File: config.mk
export PLATFORM = sky130hd
export DESIGN_NAME = pipeline_adder_tree
export DESIGN_NICKNAME = d
export VERILOG_FILES = /design/src/rtl/pipeline_adder_pkg.sv /design/src/rtl/pipeline_adder_tree_stage.sv /design/src/rtl/pipeline_adder_tree.sv
export SDC_FILE = /design/constraint.sdc
export NUM_CORES = 1
export LEC_CHECK = 0
export BUFFER_PORTS_ARGS = -buffer_cell sky130_fd_sc_hd__buf_4
export CAP_MARGIN = 20
export CORE_MARGIN = 5
export CORE_UTILIZATION = 53
export CTS_CLUSTER_DIAMETER = 80
export CTS_CLUSTER_SIZE = 40
export DETAILED_ROUTE_END_ITERATION = 8
export HOLD_SLACK_MARGIN = 0.08
export PLACE_DENSITY = 0.84
export SKIP_CTS_REPAIR_TIMING = 1
export SKIP_LAST_GASP = 1
export SLEW_MARGIN = 20
export SYNTH_ARGS = -nofsm -noshare
export SYNTH_HDL_FRONTEND = slang
export SYNTH_SLANG_ARGS = --single-unit
File: constraint.sdc
create_clock -name clk_i -period 1.9 [get_ports clk_i]
set_input_delay 0.475 -clock clk_i [delete_from_list [all_inputs] [get_ports clk_i]]
set_output_delay 0.475 -clock clk_i [all_outputs]
set_load 0.02 [all_outputs]
File: src/rtl/pipeline_adder_pkg.sv
// Shared helpers for pipeline_adder_tree: tree geometry and operand/result resizing.
// Helpers work on a MAX_W-bit container; callers size-cast to their real width.
package pipeline_adder_pkg;

    localparam int MAX_W = 64;

    // Number of adder levels needed to reduce n operands to one.
    function automatic int levels_of(input int n);
        return (n < 2) ? 1 : $clog2(n);
    endfunction

    // Operand slots after padding up to a power of two.
    function automatic int pow2_of(input int n);
        return 1 << levels_of(n);
    endfunction

    // Sign- or zero-extend the low 'width' bits of value.
    function automatic logic [MAX_W-1:0] extend_to_sum(input logic [MAX_W-1:0] value,
                                                       input int width,
                                                       input logic is_signed);
        logic [MAX_W-1:0] r;
        logic             fill;
        fill = 1'b0;
        for (int b = 0; b < MAX_W; b++) begin
            if (b == width - 1) fill = is_signed & value[b];
            r[b] = (b < width) ? value[b] : fill;
        end
        return r;
    endfunction

    // True when the sum_w-bit value does not fit in out_w bits.
    function automatic logic resize_clamped(input logic [MAX_W-1:0] sum,
                                            input int sum_w,
                                            input int out_w,
                                            input logic is_signed);
        logic top;
        logic hit;
        top = 1'b0;
        hit = 1'b0;
        for (int b = 0; b < MAX_W; b++) begin
            if (b == sum_w - 1) top = sum[b];
        end
        for (int b = 0; b < MAX_W; b++) begin
            if (b < sum_w) begin
                if (is_signed && (b >= out_w - 1) && (sum[b] != top)) hit = 1'b1;
                if (!is_signed && (b >= out_w) && sum[b]) hit = 1'b1;
            end
        end
        return (out_w < sum_w) ? hit : 1'b0;
    endfunction

    // Resize the sum; the caller keeps the low out_w bits. Without saturation
    // that is plain truncation, with it an out-of-range value becomes max/min.
    function automatic logic [MAX_W-1:0] resize_out(input logic [MAX_W-1:0] sum,
                                                    input int sum_w,
                                                    input int out_w,
                                                    input logic is_signed,
                                                    input logic sat_en);
        logic [MAX_W-1:0] r;
        logic             neg;
        r   = sum;
        neg = 1'b0;
        if (sat_en && resize_clamped(sum, sum_w, out_w, is_signed)) begin
            for (int b = 0; b < MAX_W; b++) begin
                if (b == sum_w - 1) neg = is_signed & sum[b];
            end
            for (int b = 0; b < MAX_W; b++) begin
                if (b < out_w - 1)       r[b] = !neg;
                else if (b == out_w - 1) r[b] = is_signed ? neg : 1'b1;
                else                     r[b] = 1'b0;
            end
        end
        return r;
    endfunction

endpackage

File: src/rtl/pipeline_adder_tree_stage.sv
// One level of the adder tree: COUNT pairwise adders plus the sum/tag/valid
// register, which loads whenever it is empty or the next level is taking its beat.
module pipeline_adder_tree_stage
    import pipeline_adder_pkg::*;
#(
    parameter int WIDTH     = 13,
    parameter int COUNT     = 1,
    parameter int TAG_WIDTH = 1
) (
    input  logic                     clk,
    input  logic                     rst,
    input  logic [2*COUNT*WIDTH-1:0] prev_sum,
    input  logic [TAG_WIDTH-1:0]     prev_tag,
    input  logic                     prev_valid,
    input  logic                     next_ready,
    output logic [COUNT*WIDTH-1:0]   sum,
    output logic [TAG_WIDTH-1:0]     tag,
    output logic                     valid
);

    logic [COUNT*WIDTH-1:0] pair_sum;
    logic                   load;

    assign load = !valid || next_ready;

    // Adder row: slot j = previous slot 2j + previous slot 2j+1, wrapping at WIDTH.
    always_comb begin
        pair_sum = '0;
        for (int j = 0; j < COUNT; j++) begin
            pair_sum[j*WIDTH +: WIDTH] = prev_sum[2*j*WIDTH +: WIDTH]
                                       + prev_sum[(2*j+1)*WIDTH +: WIDTH];
        end
    end

    // Level register; an empty level accepts even while downstream is stalled.
    always_ff @(posedge clk) begin
        if (rst) begin
            valid <= 1'b0;
            sum   <= '0;
            tag   <= '0;
        end else if (load) begin
            valid <= prev_valid;
            sum   <= pair_sum;
            tag   <= prev_tag;
        end
    end

endmodule

File: src/rtl/pipeline_adder_tree.sv
// Pipelined binary adder tree with valid/ready flow control, sideband tag and
// output resizing. Optional saturation on narrowing: define PIPELINE_ADDER_TREE_SAT_EN.
module pipeline_adder_tree
    import pipeline_adder_pkg::*;
#(
    parameter int NUMBERS_AMOUNT = 8,
    parameter int NUMBER_WIDTH   = 10,
    parameter int SUM_WIDTH      = NUMBER_WIDTH + $clog2(NUMBERS_AMOUNT),
    parameter int OUT_WIDTH      = SUM_WIDTH,
    parameter int SIGNED         = 0,
    parameter int TAG_WIDTH      = 1
) (
    input  logic                                   clk_i,
    input  logic                                   rst_i,
    input  logic [NUMBERS_AMOUNT*NUMBER_WIDTH-1:0] data_i,
    input  logic [TAG_WIDTH-1:0]                   tag_i,
    input  logic                                   data_valid_i,
    output logic                                   ready_o,
    output logic [OUT_WIDTH-1:0]                   data_o,
    output logic [TAG_WIDTH-1:0]                   tag_o,
    output logic                                   sat_o,
    output logic                                   data_valid_o,
    input  logic                                   ready_i
);

    localparam int   LEVELS    = levels_of(NUMBERS_AMOUNT);
    localparam int   POW2      = pow2_of(NUMBERS_AMOUNT);
    localparam logic IS_SIGNED = (SIGNED != 0);
`ifdef PIPELINE_ADDER_TREE_SAT_EN
    localparam logic SAT_EN    = 1'b1;
`else
    localparam logic SAT_EN    = 1'b0;
`endif

    logic [POW2*SUM_WIDTH-1:0] operands;
    logic [POW2*SUM_WIDTH-1:0] data_p0;
    logic [TAG_WIDTH-1:0]      tag_p0;
    logic                      vld_p0;
    logic [LEVELS:0]           valid;
    logic [LEVELS+1:0]         ready;
    logic [SUM_WIDTH-1:0]      final_sum;

    // Extend live operands to full precision; padding slots contribute zero.
    for (genvar i = 0; i < POW2; i++) begin : g_operand
        if (i < NUMBERS_AMOUNT) begin : g_live
            assign operands[i*SUM_WIDTH +: SUM_WIDTH] = SUM_WIDTH'(extend_to_sum(
                MAX_W'(data_i[i*NUMBER_WIDTH +: NUMBER_WIDTH]), NUMBER_WIDTH, IS_SIGNED));
        end else begin : g_pad
            assign operands[i*SUM_WIDTH +: SUM_WIDTH] = '0;
        end
    end

    // Ready ripples back from the consumer; any empty level breaks the stall.
    always_comb begin
        ready = '0;
        ready[LEVELS+1] = ready_i;
        for (int k = LEVELS; k >= 0; k--) begin
            ready[k] = !valid[k] || ready[k+1];
        end
    end

    // Stage 0: operand capture register.
    always_ff @(posedge clk_i) begin
        if (rst_i) begin
            vld_p0  <= 1'b0;
            data_p0 <= '0;
            tag_p0  <= '0;
        end else if (ready[0]) begin
            vld_p0  <= data_valid_i;
            data_p0 <= operands;
            tag_p0  <= tag_i;
        end
    end

    assign valid[0] = vld_p0;
    assign ready_o  = ready[0];

    // Stages 1..LEVELS: each halves the number of partial sums.
    for (genvar k = 1; k <= LEVELS; k++) begin : g_level
        localparam int COUNT = POW2 >> k;
        logic [COUNT*SUM_WIDTH-1:0]   sum;
        logic [TAG_WIDTH-1:0]         tag;
        logic [2*COUNT*SUM_WIDTH-1:0] prev_sum;
        logic [TAG_WIDTH-1:0]         prev_tag;

        if (k == 1) begin : g_first
            assign prev_sum = data_p0;
            assign prev_tag = tag_p0;
        end else begin : g_next
            assign prev_sum = g_level[k-1].sum;
            assign prev_tag = g_level[k-1].tag;
        end

        pipeline_adder_tree_stage #(
            .WIDTH     (SUM_WIDTH),
            .COUNT     (COUNT),
            .TAG_WIDTH (TAG_WIDTH)
        ) u_stage (
            .clk        (clk_i),
            .rst        (rst_i),
            .prev_sum   (prev_sum),
            .prev_tag   (prev_tag),
            .prev_valid (valid[k-1]),
            .next_ready (ready[k+1]),
            .sum        (sum),
            .tag        (tag),
            .valid      (valid[k])
        );
    end

    // Output side: resize is purely combinational on the last level, so a
    // stalled beat keeps data_o/sat_o stable as long as the register holds.
    assign final_sum    = g_level[LEVELS].sum;
    assign tag_o        = g_level[LEVELS].tag;
    assign data_valid_o = valid[LEVELS];
    assign data_o       = OUT_WIDTH'(resize_out(MAX_W'(final_sum), SUM_WIDTH, OUT_WIDTH,
                                                IS_SIGNED, SAT_EN));
`ifdef PIPELINE_ADDER_TREE_SAT_EN
    assign sat_o = resize_clamped(MAX_W'(final_sum), SUM_WIDTH, OUT_WIDTH, IS_SIGNED);
`else
    assign sat_o = 1'b0;
`endif

endmodule

== After elaboration in Yosys (flattened, before gate mapping) ==
Index checks and enable logic that the tools add are counted.
Word-level totals
  flip-flop bits (word level): 179
  latch bits: 0
  bits in writable memories: 0
  bits in read-only memories: 0
  bits of input ports: 85
  output and inout port bits: 17
  memories: 0
Operators by class
  $add $sub $neg: 7
  $mul: 0
  div/mod/pow operators: 0
  order comparisons: 0
  eq/ne operators: 0
  shifts and indexed selects: 0
  muxes and demuxes: 0
  bitwise operators: 0
  reductions and logical operators: 8
Operators by type and width (number)
  10-bit by 10-bit adder with 11-bit output: 4
  13-bit adder: 3
  1-bit zero test: 4
  1-bit logical OR: 4

== Depth between registers and ports, before layout ==
Gate-level depths: netlist of run 1.
  word-level depth: 5
  mapped depth: 9
  mapped depth without buffers: 9

== Modules after synthesis ==
A second synthesis of run 1 with hierarchy kept.
Unflattened totals
  cell total of the unflattened synthesis: 1248
  area, all modules: 11015.6 µm²
By module, submodules not included
  pipeline_adder_tree_stage at g_level[1].u_stage: times used 1, cells each 504, area an instance 4096.4 µm²
  pipeline_adder_tree: times used 1, cells each 361, area an instance 3769.9 µm²
  pipeline_adder_tree_stage at g_level[2].u_stage: times used 1, cells each 262, area an instance 2118.3 µm²
  pipeline_adder_tree_stage at g_level[3].u_stage: times used 1, cells each 121, area an instance 1031.0 µm²

== Worst setup path after synthesis of run 1 ==
OpenSTA, ideal clock, no wires.
  path kind: reg2reg
  start point: reg g_level[2].u_stage.sum[0]
  end point: reg g_level[3].u_stage.sum[12]
  setup time: 134 ps
  arrival time: 1906 ps
  path slack: -139 ps
  cell stages (with the launch flop): 9
  path buffers: 0
  clock period less this slack: 2039 ps
  cells stage by stage: dfxtp_1 > ha_1 > fa_1 > a21o_1 > nand4_1 > nand2_1 > a21o_1 > a2111oi_0 > nor4_1
Between the ends
  longest elaborated chain between the ends: 1
Ends and longest elaborated chain
  start, declared: line pipeline_adder_tree_stage.sv:16  | output logic [COUNT*WIDTH-1:0] sum,
  start signal, assigned: line pipeline_adder_tree_stage.sv:43  | sum <= pair_sum;
  13-bit adder: line pipeline_adder_tree_stage.sv:31  | + prev_sum[(2*j+1)*WIDTH +: WIDTH];
  end signal, assigned: line pipeline_adder_tree_stage.sv:43
  end, declared: line pipeline_adder_tree_stage.sv:16
No other way between the ends.
A chain may end at the register's enable or synchronous reset.

== Worst setup path after layout of run 1 ==
  start point: reg g_level[1].u_stage.sum[26]
  end point: reg g_level[2].u_stage.sum[23]
Between the ends
  longest elaborated chain between the ends: 1
Ends and longest elaborated chain (line)
  start, declared: pipeline_adder_tree_stage.sv:16
  start signal, assigned: pipeline_adder_tree_stage.sv:43
  13-bit adder: pipeline_adder_tree_stage.sv:31
No other way between the ends.

==> run_results.csv, run 1 <==
group,metric,value,unit
logic_synthesis,synth.distinct_cells,61,
cells_and_area,drive_gt1_share,22.7,%
clock_tree,cts_tree,"done",
floorplan,rows,47,
min_path,hold_class,"in2reg",
setup_path,slowest_delay,0.46,ns
drt,vias,7839,
setup_path,start_kind,"register",
setup_path,cp.required,2.28,ns
setup_path,r2r_cells,8,
drt,post_drt_wl_per_cell,14.6,um
sta,maxSlewHeadroom,60.5,%
floorplan,die_h,138,um
setup_path,cp_max_fo,2,
drt,drt_wl_total,21.1,mm
power,combinationalPowerShare,18.5,%
floorplan,dieWidth,138,um
grt,grt_overflow,0,
drt,antenna_left,0,
sta,tightest_slew,0.577,ns
logic_synthesis,syn_nets,1259,
floorplan,coreArea,16400,um^2
grt,grt_max_degree,54,
logic_synthesis,synth_edf_count,0,
logic_synthesis,synth_top_area_share,38.7,%
cells_and_area,seq_area,3410,um^2
power,p_int,6.77,mW
power,sw_frac_of_total,27.4,%
power,power_frac_clock,38.3,%
sta,slew_violations,0,
clock_tree,clk_pin_slew,0.06,ns
setup_path,crit_slowest_cell,"or4b_1",
logic_synthesis,seq_area_frac_synth,38.7,%
clock_tree,clockBufferDepth,2,
flow_run,cap_violations,0,
sta,fin_crit,1.98,ns
floorplan,dieArea,19200,um^2
grt,grt_pass1_wl,33.1,mm
grt,grt_pass1_vias,7328,
logic_synthesis,synth_area_leader_cell,"dfxtp_1",
sta,fin_ws,-0.0814,ns
sta,rsz0062_at_grt,"true",
setup_path,arrival,2.36,ns
cells_and_area,utilization,66.9,%
run_status,violations,"negative setup slack",
sta,fin_worst_skew,0.00855,ns
clock_tree,cts_made_buffers,17,
cells_and_area,antenna_cells,0,
placement,place.gp.congestion,0.884,
floorplan,num_io_pins,102,
drt,viasPerCell,5.44,
setup_path,critical_path_class,"reg2reg",
power,leakage,4.82,nW
logic_synthesis,synthArstFlopShare,0,%
min_path,whs_path_depth,3,
sta,tns,-0.109,ns
clock_tree,clkLatencyLatePin,0.44,ns
placement,hpwl,14.5,mm
clock_tree,cts_sinks,169,
drt,drtPass1Iterations,5,
grt,grtUsageTotal,20.3,%
cells_and_area,multi_input_area,5380,um^2
sta,hold_viol,0,
logic_synthesis,synth_cells,1093,
placement,io_buffers,100,
grt,antenna_found_initial,0,
run_status,outcome,"finished, violations left",
clock_tree,root_buffer,"clkbuf_16",
cells_and_area,syn_to_final_growth,25.5,%
power,seq_power_share,43.2,%
setup_path,cp_common_cell,"o21ai_2",
logic_synthesis,ys_ff_latch,169,
cells_and_area,fillers,1279,
logic_synthesis,synth_common_cells,"nand2_1 (257), dfxtp_1 (169), a21oi_1 (167), nor2_1 (83), ha_1 (74)",
sta,final-setup-viol-count,5,
placement,place_worst_setup_slack,-0.127,ns
power,p_sw,2.55,mW
logic_synthesis,synth_area_leaders,"dfxtp_1 (39%), nand2_1 (11%), ha_1 (11%)",
floorplan,start_util,53.3,%
logic_synthesis,syn_area,8750,um^2
sta,hold_ws,0.271,ns
sta,period_share,104,%
drt,drc_errors,0,
logic_synthesis,yosys_most_used_dff,"dfxtp_1",
clock_tree,htreeDepth,4,
power,power_density,849,nW/um^2
power,peakVddDrop,0.685,mV
logic_synthesis,yosys.cell_count.top_type,"nand2_1",
sta,fmax,0.505,GHz
cells_and_area,finalNetCount,1373,
setup_path,critPathCaptureType,"register",
setup_path,crit_chain,"ha_4 > fa_2 > a21oi_4 > o21ai_2 > o21ai_2 > o21ai_2 > or4b_1 > nand3_1",
drt,drt_iter0_markers,540,
logic_synthesis,ys_warn_count,0,
logic_synthesis,avgSynthCellArea,8.00,um^2
==> stage by stage <==
stage	total power, mW	cells	instance area, um^2
2_1_floorplan	5.13	1093	8790
3_3_place_gp	5.60	1399	9940
3_5_place_dp	5.65	1399	9940
4_1_cts	9.20	1431	10600
5_1_grt	9.73	1440	11000
6_report	9.32	1440	11000
==> per-layer routing <==
layer,share of wire [%],wire [um],vias to the layer above,GRT usage (%)
met2,50,10500,181,34.5
met1,44,9360,3636,26.1
met3,4.0,847,33,3.52
met4,1.7,365,0,7.28
met5,0,0,-,0
li1,-,-,3989,-
==> layout by cell type, fill, tap and decap left out, types with 5 or more instances in the layout <==
cell	synthesis	routed
o21ai_0	16	15
dfxtp_1	169	150
ha_4	0	8
fa_2	0	7
nor2_1	83	83
clkbuf_16	0	17
a211oi_1	31	27
nand2_1	257	256
o21ai_1	23	14
a21o_1	10	10
inv_1	20	16
nor3_1	15	15
o21ai_2	1	11
clkinvlp_4	0	5
xnor2_1	34	34
xor2_1	14	14
a21oi_1	167	148
dfxtp_2	0	17
a21oi_2	1	19
nor2b_1	19	15
ha_1	74	65
a31oi_1	5	5
o21a_1	11	11
nand2b_1	6	6
nand3_1	10	10
buf_4	1	142
buf_12	0	6
==> final timing paths <==
kind | start | to | slack [ns]
max | g_level[1].u_stage.sum[26]$_SDFFE_PP0P_ | g_level[2].u_stage.sum[23]$_SDFFE_PP0P_ | -0.08
min | data_valid_i | vld_p0$_SDFFE_PP0P_ | 0.27
max reg2reg | g_level[1].u_stage.sum[26]$_SDFFE_PP0P_ | g_level[2].u_stage.sum[23]$_SDFFE_PP0P_ | -0.08
min reg2reg | g_level[3].u_stage.sum[4]$_SDFFE_PP0P_ | g_level[3].u_stage.sum[4]$_SDFFE_PP0P_ | 0.45
==> flip-flops by register name, indices dropped and copies added (netlist names) <==
register	cells
g_level.u_stage.sum	81
data_p0	80
g_level.u_stage.tag	3
g_level.u_stage.valid	3
g_level.prev_tag	1
vld_p0	1
==> cell families (layout without fill, tap and decap cells) <==
family | Yosys count | after routing | share of synthesized area (%)
mux | 2 | 2 | 0.229
compound gates | 302 | 302 | 20.4
simple gates | 414 | 414 | 19.8
xor+xnor | 48 | 48 | 4.81
buf+inv | 76 | 203 | 3.82
flops | 169 | 169 | 38.7
other cells | 1 | 1 | 0.0429
fa+ha+maj | 81 | 81 | 12.2
==> area by class of cell <==
cell class,count,area share [%]
clock buffers,18,4.00
flip-flops and latches,169,31.1
inverters,21,0.741
multi-input cells,848,49.1
well taps,220,2.51
repair buffers,150,11.0
clock inverters,14,1.57
==> power groups by stage <==
stage / clock network [mW] / registers, mW / logic (mW)
global route: 3.76 / 4.05 / 1.91
detailed placement: 0 / 4.08 / 1.57
global placement: 0 / 4.07 / 1.53
finish: 3.57 / 4.02 / 1.72
floorplan: 0 / 4.08 / 1.05
CTS: 3.60 / 4.01 / 1.59
==> critical path, delay by kind of cell, from the launching register on <==
| family | cells | cell delay [ns] |
|---|---|---|
| DFF | 1 | 0.34 |
| and+or+nand+nor | 2 | 0.53 |
| adders and majority gates | 2 | 0.57 |
| AOI/OAI and AO/OA | 4 | 0.48 |
No activity file was read; power rests on OpenSTA's default activity.
==> run 2, diff against run 1 <==
--- a/config.mk
+++ b/config.mk
@@ -8,12 +8,13 @@
 export BUFFER_PORTS_ARGS = -buffer_cell sky130_fd_sc_hd__buf_4
 export CAP_MARGIN = 20
 export CORE_MARGIN = 5
-export CORE_UTILIZATION = 53
+export CORE_UTILIZATION = 55
+export CTS_BUF_LIST = sky130_fd_sc_hd__clkbuf_4 sky130_fd_sc_hd__clkbuf_8
 export CTS_CLUSTER_DIAMETER = 80
 export CTS_CLUSTER_SIZE = 40
 export DETAILED_ROUTE_END_ITERATION = 8
 export HOLD_SLACK_MARGIN = 0.08
-export PLACE_DENSITY = 0.84
+export PLACE_DENSITY = 0.87
 export SKIP_CTS_REPAIR_TIMING = 1
 export SKIP_LAST_GASP = 1
 export SLEW_MARGIN = 20
==> run_results.csv, run 2 (synthesis results as in run 1) <==
group,metric,value,unit
sta,period_share,103,%
cells_and_area,antenna_cells,0,
min_path,min_to,"vld_p0$_SDFFE_PP0P_",
clock_tree,clockBufferDepth,2,
grt,grt.busiest_layer,"met2",
cells_and_area,largest_reg_flops,81,
sta,fin_worst_skew,0.0119,ns
drt,drtPass1Iterations,5,
grt,grt_use_met1,27.4,%
sta,fmax,0.513,GHz
clock_tree,cts_tree,"done",
setup_path,slowest_delay,0.34,ns
drt,antenna_left,0,
cells_and_area,utilization,68.1,%
clock_tree,htreeDepth,4,
clock_tree,clk_pin_slew,0.08,ns
sta,fin_crit,1.95,ns
floorplan,dieArea,18500,um^2
drt,post_drt_wl_per_cell,14.2,um
setup_path,start_kind,"register",
setup_path,crit_chain,"nor2b_4 > and3_4 > and2_4 > inv_4 > buf_6",
power,power_density,785,nW/um^2
placement,io_buffers,100,
power,peakVddDrop,0.489,mV
grt,grt_max_degree,54,
setup_path,cp.required,1.42,ns
cells_and_area,final_common_cell,"nand2_1",
grt,met3_usage,3.29,%
placement,dp_cells,1393,
cells_and_area,final_cell_area,10700,um^2
floorplan,num_io_pins,102,
cells_and_area,syn_to_final_growth,22.8,%
sta,hold_viol,0,
drt,viasPerCell,5.49,
cells_and_area,reg.largest.list,"g_level.u_stage.sum (81), data_p0 (80)",
sta,slew_violations,0,
setup_path,regToRegStartpoint,"g_level[1].u_stage.sum[39]$_SDFFE_PP0P_",
floorplan,dieWidth,136,um
clock_tree,clkLatencyLatePin,0.48,ns
grt,grt_pass1_wl,32.6,mm
setup_path,critPathCaptureType,"primary output",
setup_path,reg2reg_slack,-0.04,ns
grt,grt_pass1_vias,7334,
cells_and_area,drive_gt1_share,22.8,%
sta,tns,-0.0977,ns
min_path,hold_class,"in2reg",
cells_and_area,mostFrequentLayoutCells,"nand2_1 (256), a21oi_1 (147), dfxtp_1 (147), buf_4 (142), nor2_1 (83)",
floorplan,coreArea,15800,um^2
grt,use_met2,35.7,%
setup_path,crit_slowest_cell,"dfxtp_2",
power,p_total,8.43,mW
grt,grt_overflow,0,
cells_and_area,fin_cells,1433,
run_status,violations,"negative setup slack",
grt,grtUsageTotal,21.3,%
floorplan,start_util,55.5,%
cells_and_area,finalNetCount,1371,
clock_tree,root_buffer,"clkbuf_8",
setup_path,rr_endpoint,"g_level[2].u_stage.sum[23]$_SDFFE_PP0P_",
setup_path,critical_path_class,"reg2out",
floorplan,rows,46,
placement,hpwl,14.5,mm
flow_run,cap_violations,0,
drt,vias,7866,
placement,place.gp.congestion,0.902,
power,leakage,4.71,nW
run_status,outcome,"finished, violations left",
placement,place_area,9900,um^2
cells_and_area,largest-register,"g_level.u_stage.sum",
min_path,min_from,"data_valid_i",
setup_path,arrival,1.48,ns
floorplan,die_h,136,um
drt,drt_iter0_markers,536,
sta,rsz0062_at_grt,"true",
clock_tree,cts_made_buffers,17,
setup_path,r2r_cells,8,
drt,drc_errors,0,
sta,fin_ws,-0.0505,ns
setup_path,cp_max_fo,3,
min_path,whs_path_depth,3,
sta,final-setup-viol-count,4,
clock_tree,cts_sinks,169,
drt,drt_wl_total,20.3,mm
grt,antenna_found_initial,0,
==> run 2: changes by cell type in the layout (fill, tap and decap cells not counted), sizes merged <==
cell	previous run	this run
buf	150	148
clkbuf	18	21
inv	23	22
clkinv	4	1
==> run 2: power by group <==
| group | switching [mW] | internal (mW) | total, mW |
|---|---|---|---|
| combinational | 0.875 | 0.829 | 1.70 |
| clock | 1.29 | 1.41 | 2.70 |
| sequential | 0.196 | 3.83 | 4.02 |
==> run 2: worst max-delay path by stage <==
| stage | from | end | slack [ns] |
|---|---|---|---|
| 3_5_place_dp | data_p0[52]$_SDFFE_PP0P_ | g_level[1].u_stage.sum[34]$_SDFFE_PP0P_ | -0.1 |
| 3_3_place_gp | g_level[2].u_stage.sum[0]$_SDFFE_PP0P_ | g_level[3].u_stage.sum[12]$_SDFFE_PP0P_ | -0.01 |
| 5_1_grt | g_level[1].u_stage.sum[39]$_SDFFE_PP0P_ | g_level[2].u_stage.sum[23]$_SDFFE_PP0P_ | -0.15 |
| 4_1_cts | g_level[3].u_stage.valid$_SDFFE_PP0P_ | ready_o | -0.25 |
| 6_report | g_level[3].u_stage.valid$_SDFFE_PP0P_ | ready_o | -0.05 |
| 2_1_floorplan | g_level[2].u_stage.sum[0]$_SDFFE_PP0P_ | g_level[3].u_stage.sum[12]$_SDFFE_PP0P_ | -0.02 |
==> run 2: worst max-delay path, delay by kind of cell, from the launching register on <==
family / cells / cell delay [ns]
flip-flops: 1 / 0.34
AND/OR/NAND/NOR: 3 / 0.50
buffers and inverters: 2 / 0.16
==> run 2: routing by layer <==
metal / vias to the layer above / share of wire (%) / routed length [um]
met5: - / 0 / 0
met4: 0 / 2.1 / 436
met3: 32 / 4.2 / 857
met2: 175 / 49 / 9870
met1: 3671 / 45 / 9170
li1: 3988 / - / -
==> run 2: cell type report <==
type	count	area [um^2]
fill	1249	5030
sequential	169	3410
clock inverter	10	141
timing repair buffer	148	1170
inverter	21	81.3
clock buffer	21	283
tap	216	270
multi-input combinational	848	5380
==> run 2: stage by stage <==
stage               worst slack [ns]  hold slack [ns]
floorplan                    -0.0207            0.432
global placement            -0.00982            0.439
detailed placement           -0.0958            0.446
CTS                           -0.246            0.203
global route                  -0.148            0.244
finish                       -0.0505            0.221
==> run 3, diff against run 2 <==
--- a/config.mk
+++ b/config.mk
@@ -14,7 +14,8 @@
 export CTS_CLUSTER_SIZE = 40
 export DETAILED_ROUTE_END_ITERATION = 8
 export HOLD_SLACK_MARGIN = 0.08
-export PLACE_DENSITY = 0.87
+export PLACE_DENSITY = 0.75
+export SETUP_SLACK_MARGIN = 0.05
 export SKIP_CTS_REPAIR_TIMING = 1
 export SKIP_LAST_GASP = 1
 export SLEW_MARGIN = 20
==> run_results.csv, run 3 (synthesis results as in run 1) <==
group,metric,value,unit
min_path,min_to,"vld_p0$_SDFFE_PP0P_",
cells_and_area,finalNetCount,1384,
setup_path,slowest_delay,0.46,ns
placement,dp_cells,1400,
placement,place.gp.congestion,0.861,
setup_path,r2r_cells,8,
drt,antenna_left,0,
sta,hold_viol,0,
placement,place_worst_setup_slack,-0.0925,ns
setup_path,critical_path_class,"reg2reg",
setup_path,arrival,2.38,ns
sta,fin_crit,1.97,ns
setup_path,cp.required,2.31,ns
grt,grt_pass1_wl,31.5,mm
cells_and_area,largest-register,"g_level.u_stage.sum",
min_path,min_from,"data_valid_i",
flow_run,cap_violations,0,
drt,vias,7693,
setup_path,rr_endpoint,"g_level[2].u_stage.sum[23]$_SDFFE_PP0P_",
cells_and_area,final_cell_area,10900,um^2
grt,antenna_found_initial,0,
power,peakVddDrop,0.451,mV
sta,fmax,0.507,GHz
cells_and_area,antenna_cells,0,
sta,rsz0062_at_grt,"true",
cells_and_area,largest_reg_flops,81,
setup_path,cp_common_cell,"o21ai_2",
placement,place_area,9960,um^2
min_path,whs_path_depth,3,
grt,grt_pass1_vias,6988,
clock_tree,clk_pin_slew,0.08,ns
floorplan,start_util,55.5,%
sta,final-setup-viol-count,3,
setup_path,reg2reg_slack,-0.07,ns
floorplan,die_h,136,um
power,leakage,4.80,nW
drt,drtPass1Iterations,5,
clock_tree,clockBufferDepth,2,
sta,fin_ws,-0.0740,ns
setup_path,start_kind,"register",
setup_path,crit_chain,"ha_4 > fa_2 > a21oi_4 > o21ai_2 > o21ai_2 > o21ai_2 > or4b_1 > nand3_1",
grt,grtUsageTotal,20.7,%
placement,hpwl,14.1,mm
drt,drc_errors,0,
drt,post_drt_wl_per_cell,13.9,um
clock_tree,cts_sinks,169,
min_path,hold_class,"in2reg",
clock_tree,cts_made_buffers,17,
drt,drt_wl_total,20.2,mm
floorplan,rows,46,
cells_and_area,mostFrequentLayoutCells,"nand2_1 (257), buf_4 (155), dfxtp_1 (150), a21oi_1 (144), nor2_1 (83)",
clock_tree,htreeDepth,4,
run_status,violations,"negative setup slack",
clock_tree,clkLatencyLatePin,0.47,ns
cells_and_area,reg.largest.list,"g_level.u_stage.sum (81), data_p0 (80)",
placement,io_buffers,100,
cells_and_area,final_common_cell,"nand2_1",
floorplan,dieArea,18500,um^2
sta,slew_violations,0,
clock_tree,root_buffer,"clkbuf_8",
cells_and_area,fillers,1300,
floorplan,num_io_pins,102,
grt,grt_overflow,0,
setup_path,crit_slowest_cell,"or4b_1",
cells_and_area,fin_cells,1447,
setup_path,crit_path_start,"g_level[1].u_stage.sum[39]$_SDFFE_PP0P_",
cells_and_area,syn_to_final_growth,24.6,%
setup_path,regToRegStartpoint,"g_level[1].u_stage.sum[39]$_SDFFE_PP0P_",
floorplan,dieWidth,136,um
floorplan,coreArea,15800,um^2
sta,fin_worst_skew,0.0157,ns
power,power_density,785,nW/um^2
sta,period_share,104,%
drt,viasPerCell,5.32,
grt,grt_max_degree,53,
cells_and_area,drive_gt1_share,23.7,%
setup_path,critPathCaptureType,"register",
drt,drt_iter0_markers,423,
run_status,outcome,"finished, violations left",
clock_tree,cts_tree,"done",
setup_path,cp_max_fo,2,
==> run 3: layout make-up <==
cell class / count / area [um^2] / share of cell area [%]
inverters: 21 / 78.8 / 0.723
clock buffers: 24 / 299 / 2.74
clock inverters: 8 / 143 / 1.31
well taps: 216 / 270 / 2.48
flip-flops and latches: 169 / 3410 / 31.3
multi-input cells: 848 / 5430 / 49.8
repair buffers: 161 / 1270 / 11.7
==> run 3: worst max-delay path by stage <==
stage | to | slack, ns | cells past startpoint
2_1_floorplan | g_level[3].u_stage.sum[12]$_SDFFE_PP0P_ | -0.02 | 8
3_3_place_gp | g_level[1].u_stage.sum[34]$_SDFFE_PP0P_ | -0.03 | 9
3_5_place_dp | g_level[1].u_stage.sum[34]$_SDFFE_PP0P_ | -0.09 | 9
4_1_cts | ready_o | -0.26 | 5
5_1_grt | g_level[3].u_stage.sum[10]$_SDFFE_PP0P_ | -0.15 | 9
6_report | g_level[2].u_stage.sum[23]$_SDFFE_PP0P_ | -0.07 | 8
==> run 3: layer usage <==
layer | up-vias | GRT usage (%) | share of wire (%)
li1 | 3999 | - | -
met1 | 3535 | 28.3 | 48
met2 | 133 | 32.9 | 47
met3 | 26 | 4.55 | 3.8
met4 | 0 | 6.44 | 1.6
met5 | - | 0 | 0
==> run 3: per-stage QoR <==
step / hold WS [ns] / utilization [%] / power (mW) / setup TNS [ns]
floorplan: 0.432 / - / 5.13 / -0.0224
global placement: 0.439 / 63.2 / 5.61 / -0.0790
detailed placement: 0.443 / 63.2 / 5.65 / -0.620
CTS: 0.222 / 66.0 / 8.45 / -1.26
global route: 0.219 / 69.1 / 8.96 / -1.13
finish: 0.226 / 69.1 / 8.56 / -0.191
==> run 3: worst max-delay path, delay by kind of cell, from the launching register on <==
kind | cells | cell delay [ns]
DFF | 1 | 0.35
adders and majority gates | 2 | 0.52
and+or+nand+nor | 2 | 0.53
AOI/OAI and AO/OA | 4 | 0.51
==> run 3: where the power goes <==
group          internal, mW  switching [mW]  total [mW]
clock network          1.57            1.26        2.83
logic                 0.847           0.868        1.72
registers              3.83           0.189        4.02
total                  6.24            2.32        8.56
